[config.mk]
export PLATFORM = sky130hd
export DESIGN_NAME = ws2812_chain_driver
export DESIGN_NICKNAME = d
export VERILOG_FILES = /design/src/rtl/ws2812_pkg.sv /design/src/rtl/ws2812_bit_tx.sv /design/src/rtl/ws2812_chain_driver.sv
export SDC_FILE = /design/constraint.sdc
export NUM_CORES = 1
export LEC_CHECK = 0
export ABC_AREA = 1
export CAP_MARGIN = 20
export CELL_PAD_IN_SITES_DETAIL_PLACEMENT = 0
export CELL_PAD_IN_SITES_GLOBAL_PLACEMENT = 1
export CORE_UTILIZATION = 47
export DETAILED_ROUTE_END_ITERATION = 8
export PLACE_DENSITY_LB_ADDON = 0.1
export RECOVER_POWER = 50
export SETUP_SLACK_MARGIN = 0.4
export SYNTH_ARGS = -nofsm -noshare
export SYNTH_HDL_FRONTEND = slang
export SYNTH_HIERARCHICAL = 1
export SYNTH_SLANG_ARGS = --single-unit
[constraint.sdc]
create_clock -name CLK -period 2.9 [get_ports CLK]
set_clock_uncertainty 0.2 [all_clocks]
set_input_delay 0.435 -clock CLK [delete_from_list [all_inputs] [get_ports CLK]]
set_output_delay 0.435 -clock CLK [all_outputs]
set_load 0.05 [all_outputs]
[src/rtl/ws2812_pkg.sv]
// ws2812_pkg: shared types, 16 MHz default timing and colour helpers
// for the WS2812 chain driver and its bit transmitter.
package ws2812_pkg;

  typedef enum logic [2:0] {
    ST_IDLE,
    ST_LOAD,
    ST_HIGH,
    ST_LOW,
    ST_LATCH
  } ws_state_e;

  // 16 MHz: 1.25 us bit, 0.375 / 0.8125 us highs, 300 us latch
  localparam int DEF_BIT_CYC   = 20;
  localparam int DEF_T0H_CYC   = 6;
  localparam int DEF_T1H_CYC   = 13;
  localparam int DEF_RESET_CYC = 4800;

  // {R,G,B} register order -> {G,R,B} wire order
  function automatic logic [23:0] grb_reorder(
    input logic [23:0] rgb
  );
    return {rgb[15:8], rgb[23:16], rgb[7:0]};
  endfunction

endpackage

[src/rtl/ws2812_bit_tx.sv]
// ws2812_bit_tx: shapes one WS2812 data bit on the wire.
// Ports: CLK, RST (sync, high); go + bit_val start a bit;
//   dout = wire level; high_done = last high clock;
//   bit_done = last clock of the bit (go may be raised in
//   that same clock for a gapless next bit).
module ws2812_bit_tx
  import ws2812_pkg::*;
#(
  parameter int BIT_CYC = DEF_BIT_CYC,
  parameter int T0H_CYC = DEF_T0H_CYC,
  parameter int T1H_CYC = DEF_T1H_CYC
) (
  input  logic CLK,
  input  logic RST,
  input  logic go,
  input  logic bit_val,
  output logic dout,
  output logic high_done,
  output logic bit_done
);

  localparam int CW = (BIT_CYC > 1) ? $clog2(BIT_CYC) : 1;

  logic [CW-1:0] cnt;
  logic [CW-1:0] hi_len;
  logic          run;
  logic          val;
  logic          dout_q;
  logic          last;

  assign hi_len = val ? CW'(T1H_CYC) : CW'(T0H_CYC);
  assign last   = (cnt == CW'(BIT_CYC - 1));

  assign bit_done  = run & last;
  assign high_done = run & (cnt == hi_len - 1'b1);
  assign dout      = dout_q;

  always_ff @(posedge CLK) begin
    if (RST) begin
      run    <= 1'b0;
      cnt    <= '0;
      val    <= 1'b0;
      dout_q <= 1'b0;
    end else if (go) begin
      run    <= 1'b1;
      cnt    <= '0;
      val    <= bit_val;
      dout_q <= 1'b1;
    end else if (run) begin
      if (last) begin
        run    <= 1'b0;
        cnt    <= '0;
        dout_q <= 1'b0;
      end else begin
        cnt    <= cnt + 1'b1;
        dout_q <= (cnt + 1'b1) < hi_len;
      end
    end
  end

endmodule

[src/rtl/ws2812_chain_driver.sv]
// ws2812_chain_driver: frame buffer of NUM_LEDS RGB colours sent
// MSB-first in GRB order on DOUT, followed by a low latch gap.
// Ports: CLK, RST (sync, high); wr_en/wr_addr/wr_data write one
//   LED colour {R,G,B}; start requests a frame; busy = frame or
//   gap running; done = 1-clock pulse at gap end; DOUT = wire.
// Build option: WS2812_AUTO_REFRESH_EN repeats frames forever
//   after the first start (busy stays high until RST).
module ws2812_chain_driver
  import ws2812_pkg::*;
#(
  parameter int NUM_LEDS  = 8,
  parameter int BIT_CYC   = DEF_BIT_CYC,
  parameter int T0H_CYC   = DEF_T0H_CYC,
  parameter int T1H_CYC   = DEF_T1H_CYC,
  parameter int RESET_CYC = DEF_RESET_CYC,
  parameter int AW        = (NUM_LEDS > 1) ? $clog2(NUM_LEDS) : 1
) (
  input  logic          CLK,
  input  logic          RST,
  input  logic          wr_en,
  input  logic [AW-1:0] wr_addr,
  input  logic [23:0]   wr_data,
  input  logic          start,
  output logic          busy,
  output logic          done,
  output logic          DOUT
);

  localparam int IW = (NUM_LEDS > 1) ? $clog2(NUM_LEDS) : 1;
  localparam int LW = $clog2(RESET_CYC + 1);

  logic [23:0] fb [NUM_LEDS];

  ws_state_e   state, state_n;
  logic [AW-1:0] led_idx, led_idx_n;
  logic [AW-1:0] nxt_idx;
  logic [23:0]   sh, sh_n;
  logic [4:0]    bit_idx, bit_idx_n;
  logic [LW-1:0] lcnt, lcnt_n;
  logic          done_q, done_n;

  logic          wr_ok;
  logic [23:0]   raw_cur, raw_nxt;
  logic [23:0]   word_cur, word_nxt;
  logic          is_last;

  logic          go, tx_bit;
  logic          high_done, bit_done;

  assign wr_ok   = wr_en && (int'(wr_addr) < NUM_LEDS);
  assign nxt_idx = led_idx + 1'b1;
  assign is_last = (led_idx == AW'(NUM_LEDS - 1));

  always_ff @(posedge CLK) begin
    if (wr_ok) fb[wr_addr[IW-1:0]] <= wr_data;
  end

  // A write landing in the fetch cycle is forwarded so it is
  // not lost for the frame being sent.
  assign raw_cur = (wr_ok && wr_addr == led_idx) ?
                   wr_data : fb[led_idx[IW-1:0]];
  assign raw_nxt = (wr_ok && wr_addr == nxt_idx) ?
                   wr_data : fb[nxt_idx[IW-1:0]];

  assign word_cur = grb_reorder(raw_cur);
  assign word_nxt = grb_reorder(raw_nxt);

  ws2812_bit_tx #(
    .BIT_CYC (BIT_CYC),
    .T0H_CYC (T0H_CYC),
    .T1H_CYC (T1H_CYC)
  ) u_bit_tx (
    .CLK       (CLK),
    .RST       (RST),
    .go        (go),
    .bit_val   (tx_bit),
    .dout      (DOUT),
    .high_done (high_done),
    .bit_done  (bit_done)
  );

  always_ff @(posedge CLK) begin
    if (RST) begin
      state   <= ST_IDLE;
      led_idx <= '0;
      sh      <= '0;
      bit_idx <= '0;
      lcnt    <= '0;
      done_q  <= 1'b0;
    end else begin
      state   <= state_n;
      led_idx <= led_idx_n;
      sh      <= sh_n;
      bit_idx <= bit_idx_n;
      lcnt    <= lcnt_n;
      done_q  <= done_n;
    end
  end

  always_comb begin
    state_n   = state;
    led_idx_n = led_idx;
    sh_n      = sh;
    bit_idx_n = bit_idx;
    lcnt_n    = lcnt;
    done_n    = 1'b0;
    go        = 1'b0;
    tx_bit    = 1'b0;
    unique case (state)
      ST_IDLE: begin
        if (start) begin
          led_idx_n = '0;
          state_n   = ST_LOAD;
        end
      end
      ST_LOAD: begin
        go        = 1'b1;
        tx_bit    = word_cur[23];
        sh_n      = {word_cur[22:0], 1'b0};
        bit_idx_n = 5'd23;
        state_n   = ST_HIGH;
      end
      ST_HIGH: begin
        if (high_done) state_n = ST_LOW;
      end
      ST_LOW: begin
        if (bit_done) begin
          if (bit_idx != 5'd0) begin
            go        = 1'b1;
            tx_bit    = sh[23];
            sh_n      = {sh[22:0], 1'b0};
            bit_idx_n = bit_idx - 5'd1;
            state_n   = ST_HIGH;
          end else if (!is_last) begin
            // next LED fetched in the last low clock: no gap
            led_idx_n = nxt_idx;
            go        = 1'b1;
            tx_bit    = word_nxt[23];
            sh_n      = {word_nxt[22:0], 1'b0};
            bit_idx_n = 5'd23;
            state_n   = ST_HIGH;
          end else begin
            led_idx_n = '0;
            lcnt_n    = '0;
            state_n   = ST_LATCH;
          end
        end
      end
      ST_LATCH: begin
        if (lcnt == LW'(RESET_CYC - 1)) begin
          done_n = 1'b1;
`ifdef WS2812_AUTO_REFRESH_EN
          // LED0 fetched in the last gap clock so the
          // frame period is exactly the frame duration
          go        = 1'b1;
          tx_bit    = word_cur[23];
          sh_n      = {word_cur[22:0], 1'b0};
          bit_idx_n = 5'd23;
          state_n   = ST_HIGH;
`else
          state_n   = ST_IDLE;
`endif
        end else begin
          lcnt_n = lcnt + 1'b1;
        end
      end
      default: state_n = ST_IDLE;
    endcase
  end

  assign busy = (state != ST_IDLE);
  assign done = done_q;

endmodule

[After elaboration in Yosys (flattened, before gate mapping)]
Memory sizes are Yosys's and may differ from the RTL's. A register that Yosys moved wholly into a read port is not among the register bits.
Index checks and enable logic that the tools add are counted.
Word-level totals
  bits in registers: 57
  memory bits (writable): 192
  bits of input ports: 31
  output and inout bits: 3
  word-level logic and storage cells: 101
  memories: 1
Memories
  fb: words 8, width 24, rd ports 2, clocked after Yosys merged registers in 1, write ports 1, RTL line ws2812_chain_driver.sv:32  | logic [23:0] fb [NUM_LEDS];
Operators by class
  add/subtract/negate cells: 5
  magnitude comparators: 1
  equality and inequality tests: 18
  multiplexer cells: 48
  bitwise gates (word level): 3
  reductions and logical operators: 15
Operators by type and width (count)
  2-to-1 mux 24 bit: 5
  2-to-1 mux 13 bit: 4
  case mux 24 bit (2 select lines): 1
  2-to-1 mux 3 bit: 12
  case mux 13 bit (2 select lines): 1
  2-to-1 mux 5 bit: 4
  2-to-1 mux 1 bit: 15
  case mux 3 bit (5 select lines): 1
  != test 2 bit, second input constant: 7
  adder 13 x 1 -> 13 bit, second input constant: 1
  equality test 13 bit, second input constant: 1
  case mux 5 bit (2 select lines): 1
  subtractor 5 x 1 -> 5 bit, second input constant: 2
  AND reduction 4 bit: 2
  nonzero test 2 bit: 4
  equality test 3 x 2 -> 1 bit, second input constant: 2
  equality test 3 bit: 2
  equality test 3 bit, second input constant: 2
  case mux 3 bit (2 select lines): 1
  adder 5 x 1 -> 5 bit, second input constant: 1
  equality test 5 bit: 1
  equality test 5 bit, second input constant: 1
  < comparator 5 bit: 1
  AND reduction 5 bit: 1
  other kinds (13): 17

[Logic depth before layout (Yosys ltp)]
  word-level depth: 8
  gate-level depth with buffers: 16
  mapped depth without buffers: 14

[Cells and area by module]
The synthesis kept the hierarchy.
By module, submodules not included
  ws2812_chain_driver: instances 1, cells an instance 1607, area an instance 13016.2 um^2, sequential area each 6786.5 um^2
  ws2812_bit_tx: instances 1, cells an instance 66, area an instance 485.5 um^2, sequential area each 160.2 um^2

[Worst setup path before layout]
No wires, ideal clock.
  path kind: input-to-reg
  start point: in wr_addr[0]
  end point: mem fb[0][0] (enable)
  library setup time: 0.405 ns
  data arrival time: 1.612 ns
  data required time: 2.295 ns
  path slack: 0.683 ns
  stages: 3
  buffers on the path: 0
  cell sequence: inv_2 -> nand2_1 -> nor2_1
RTL lines
  start, declared: RTL line ws2812_chain_driver.sv:21  | input logic [AW-1:0] wr_addr,
  end, declared: RTL line ws2812_chain_driver.sv:32
Straight into the memory's write port.

[Worst setup path after layout]
  start point: reg led_idx[0]
  end point: reg u_bit_tx.val
Between the ends
  longest elaborated chain between the ends: 8
  elaborated cells on any way between the ends: 17
  classes of those cells: 1 x add/sub; 3 x eq/ne; 10 x mux; 2 x reduce/logical; 1 x memory
Ends and longest elaborated chain
  start, declared: RTL line ws2812_chain_driver.sv:35  | logic [AW-1:0] led_idx, led_idx_n;
  start signal, assigned: RTL line ws2812_chain_driver.sv:92  | led_idx <= led_idx_n;
  branches (longest 7 deep; another with memory (8 x 24 bit))
  case mux 1 bit (2 select lines) *: RTL line ws2812_chain_driver.sv:109  | unique case (state)
  net tx_bit: RTL line ws2812_chain_driver.sv:47  | logic go, tx_bit;
  end signal, assigned: RTL line ws2812_bit_tx.sv:47  | val <= bit_val;
  end, declared: RTL line ws2812_bit_tx.sv:27  | logic val;
Mark *: on every way through the listed nets, which the timed path passes.
A chain may end at the register's enable or synchronous reset.

==> results.cfg <==
[die]
pin_count = 34
die_area_um2 = 29410
initial_core_util = 0.4820
fp.dieW_um = 171.5
core_um2 = 28010
die_h_um = 171.5
rows = 61

[synthesis]
yosysSeqAreaShare = 0.5145
synth_area_leaders = edfxtp_1 43%, nand3_1 17%, nand2_1 15%, dfxtp_1 8.7%, inv_1 3.3%
synthDistinctLibCells = 45
synth_area_um2 = 13500
ys_ff_latch = 251
synth_top_area_share = 0.4270
synth_edf_count = 192
avgSynthCellArea_um2 = 8.070
syn-num-nets = 1713
yosysWarnings = 6
synthCells = 1673
synthFlopType = edfxtp_1
synthArstFlopShare = 0
synth_top_cell_by_area = edfxtp_1

[worst_setup_path]
endpoint_kind = flip-flop
r2r_end = u_bit_tx/val$_SDFFE_PP0P_
crit_path_start_kind = flip-flop
required_ps = 3130
reg2reg_from = led_idx[0]$_SDFFE_PP0P_
reg2regPathDepth = 14
critical_path_class = flip-flop to flip-flop
arrival_ps = 2610
worst-r2r-setup-slack_ps = 520
path_max_fanout = 24

[routing]
drt-total-wl_mm = 41.01
postRouteAntennaNets = 0
drc = 0
wl_met2_mm = 19.55
firstDrtPassIters = 8
dr_wl_met3_mm = 2.833
drt_iter0_markers = 1035
wl_per_cell_um = 19.64
highest_layer = met4
wl_met1_mm = 17.60
viasPerCell = 5.604
num_vias = 11700

[clocking]
clk_pin_slew_ps = 60
cts_tree = built
htreeDepth = 1
cts_hold_buf = 0
clkLatencyLatePin_ps = 560
clk_path_buf_depth = 3
tritoncts.num_buffers = 29
clockRootBuffer = clkbuf_16
clock_sinks = 251

[placement]
numPortBuffers = 33
globalplace.congestion = 0.8280
dp_hpwl_mm = 23.86

[sta]
rsz0062_at_grt = true
tightest_slew_ps = 929.1
fin_crit_sh = 0.8218
post-route-min-period_ps = 2383
drv_slew = 0
final-hold-violation-count = 0
whs_ps = 287.0
max_freq_mhz = 419.6
slew_headroom = 0.3806
setup_viol = 0
finalSetupTns_ps = 0

[global_route]
antenna_found_initial = 0
grt_start_max_net_pins = 97
grt_pass1_wl_mm = 62.98
grt_pass1_vias = 11040
grt_util_all_layers = 0.2819
gr-total-overflow = 0

[power]
cellInternalPower_mw = 8.970
powerDensity_nw_per_um2 = 1025
seqPwrFrac = 0.287
clkPwrFrac = 0.251
p_leak_nw = 6.394
switchingPower_mw = 6.875
peakVddDrop_mv = 0.5790
switching_share = 0.4339
p_comb_frac = 0.463

[hold_path]
hold_depth = 2
worstHoldStart = bit_idx[4]$_SDFFE_PP0P_
holdPathEnd = bit_idx[4]$_SDFFE_PP0P_
min_path_type = flip-flop to flip-flop

[finish]
drive_gt1_frac = 0.09825
multi_input_comb_area_um2 = 5597
num-nets-final = 1727
regArea_um2 = 6955
diodes = 0
fillers = 2535
syn_to_final_growth_pct = 14.47

[status]
status = complete, no violations

[flow_run]
max_cap_viol_count = 0
-- layout by cell type (no fill, tap or decap), drive strengths merged --
cell type,n
a22oi,1
dfxtp,59
o21a,1
nand2,552
edfxtp,192
nand3b,3
nand4,6
dlygate4sd3,25
clkinv,18
o21bai,1
xor2,3
or2,3
nor4,1
nor2,51
nor3,7
a31oi,1
o21ai,34
clkinvlp,1
a211oi,1
xnor2,2
ha,9
o211ai,2
buf,44
nand2b,1
a21oi,54
nand3,451
bufinv,7
inv,133
clkdlybuf4s50,7
clkbuf,40
-- critical path: stages (launching register included) --
cell and delay (ps):
dfxtp_4 380, ha_2 180, ha_1 380, inv_2 60
nand2_1 60, nand2_1 80, nor2_4 130, buf_6 270
nand3b_1 110, nand3_1 90, nand2_1 50, nand2_1 60
nand2_1 60, nor2_1 100, a211oi_1 60
-- worst max path at each step --
stage / start / to / slack, ps / cells past startpoint
floorplan: wr_addr[0] / fb[0][0]$_DFFE_PP_ / 680 / 3
global placement: wr_addr[2] / sh[11]$_SDFFE_PP0P_ / 370 / 12
detailed placement: wr_addr[2] / sh[11]$_SDFFE_PP0P_ / 320 / 12
CTS: state[1]$_SDFFE_PP0P_ / busy / 400 / 3
global route: led_idx[0]$_SDFFE_PP0P_ / u_bit_tx/val$_SDFFE_PP0P_ / 330 / 14
finish: led_idx[0]$_SDFFE_PP0P_ / u_bit_tx/val$_SDFFE_PP0P_ / 520 / 14
-- cell type report --
type,count,area share
flip-flops and latches,251,0.4500
repair buffers,85,0.05659
clock inverters,23,0.01894
well taps,378,0.03060
clock buffers,31,0.04809
inverters,136,0.03360
multi-input cells,1184,0.3621
-- logic make-up after synthesis --
| family | Yosys count | synth area share |
|---|---|---|
| and+or+nand+nor | 1075 | 0.3586 |
| xor gates and xnor gates | 5 | 0.003244 |
| adders and majority gates | 9 | 0.008340 |
| buffers and inverters | 238 | 0.07525 |
| AOI/OAI and AO/OA | 95 | 0.04003 |
| DFF | 251 | 0.5145 |
-- power groups by stage --
stage / clock, mW / combinational (mW) / sequential [mW]
3_5_place_dp: 0 / 7.11 / 4.61
4_1_cts: 4.01 / 7.15 / 4.54
2_1_floorplan: 0 / 4.89 / 4.45
6_report: 3.97 / 7.33 / 4.54
3_3_place_gp: 0 / 7.09 / 4.60
5_1_grt: 4.17 / 8.00 / 4.58
-- per-stage QoR --
stage / instance area [um^2] / util / total power, mW / setup WS [ps] / std cells
detailed placement: 14400 / 0.5142 / 11.72 / 316.8 / 2030
global placement: 14400 / 0.5142 / 11.69 / 366.8 / 2030
floorplan: 13500 / - / 9.342 / 682.8 / 1673
finish: 15450 / 0.5517 / 15.84 / 516.8 / 2088
global route: 15450 / 0.5517 / 16.75 / 329.9 / 2088
CTS: 15440 / 0.5513 / 15.70 / 397.2 / 2084
-- registers in the layout (all words and copies together), names as in the netlist, named ones only --
signal and count:
led_idx 3, state 3, fb 192, u_bit_tx/val 1
done 1, u_bit_tx/dout 1, u_bit_tx/cnt 5, sh 23
u_bit_tx/run 1, bit_idx 5, lcnt 13
-- Yosys cell counts (10+ instances only) --
cell	n
dfxtp_1	59
a21oi_2	10
nand2_2	12
o21ai_1	15
nand2_1	534
buf_2	42
nand3_1	447
o21ai_0	19
nor2_1	42
inv_2	12
clkbuf_1	43
edfxtp_1	192
inv_1	119
a21oi_1	43
-- routing by layer --
layer	GRT usage	vias up
li1	-	5651
met1	0.3805	5496
met2	0.4733	474
met3	0.03060	80
met4	0.09006	0
met5	0	-
-- repair_timing --
item | in CTS | in global routing
cloned | 0 | 1
pin swaps | 0 | 1
gates resized for setup | 3 | 6
setup endpoints to repair | 2 | 14
buffers inserted | 0 | 3
Power figures use the tool's default switching activity.
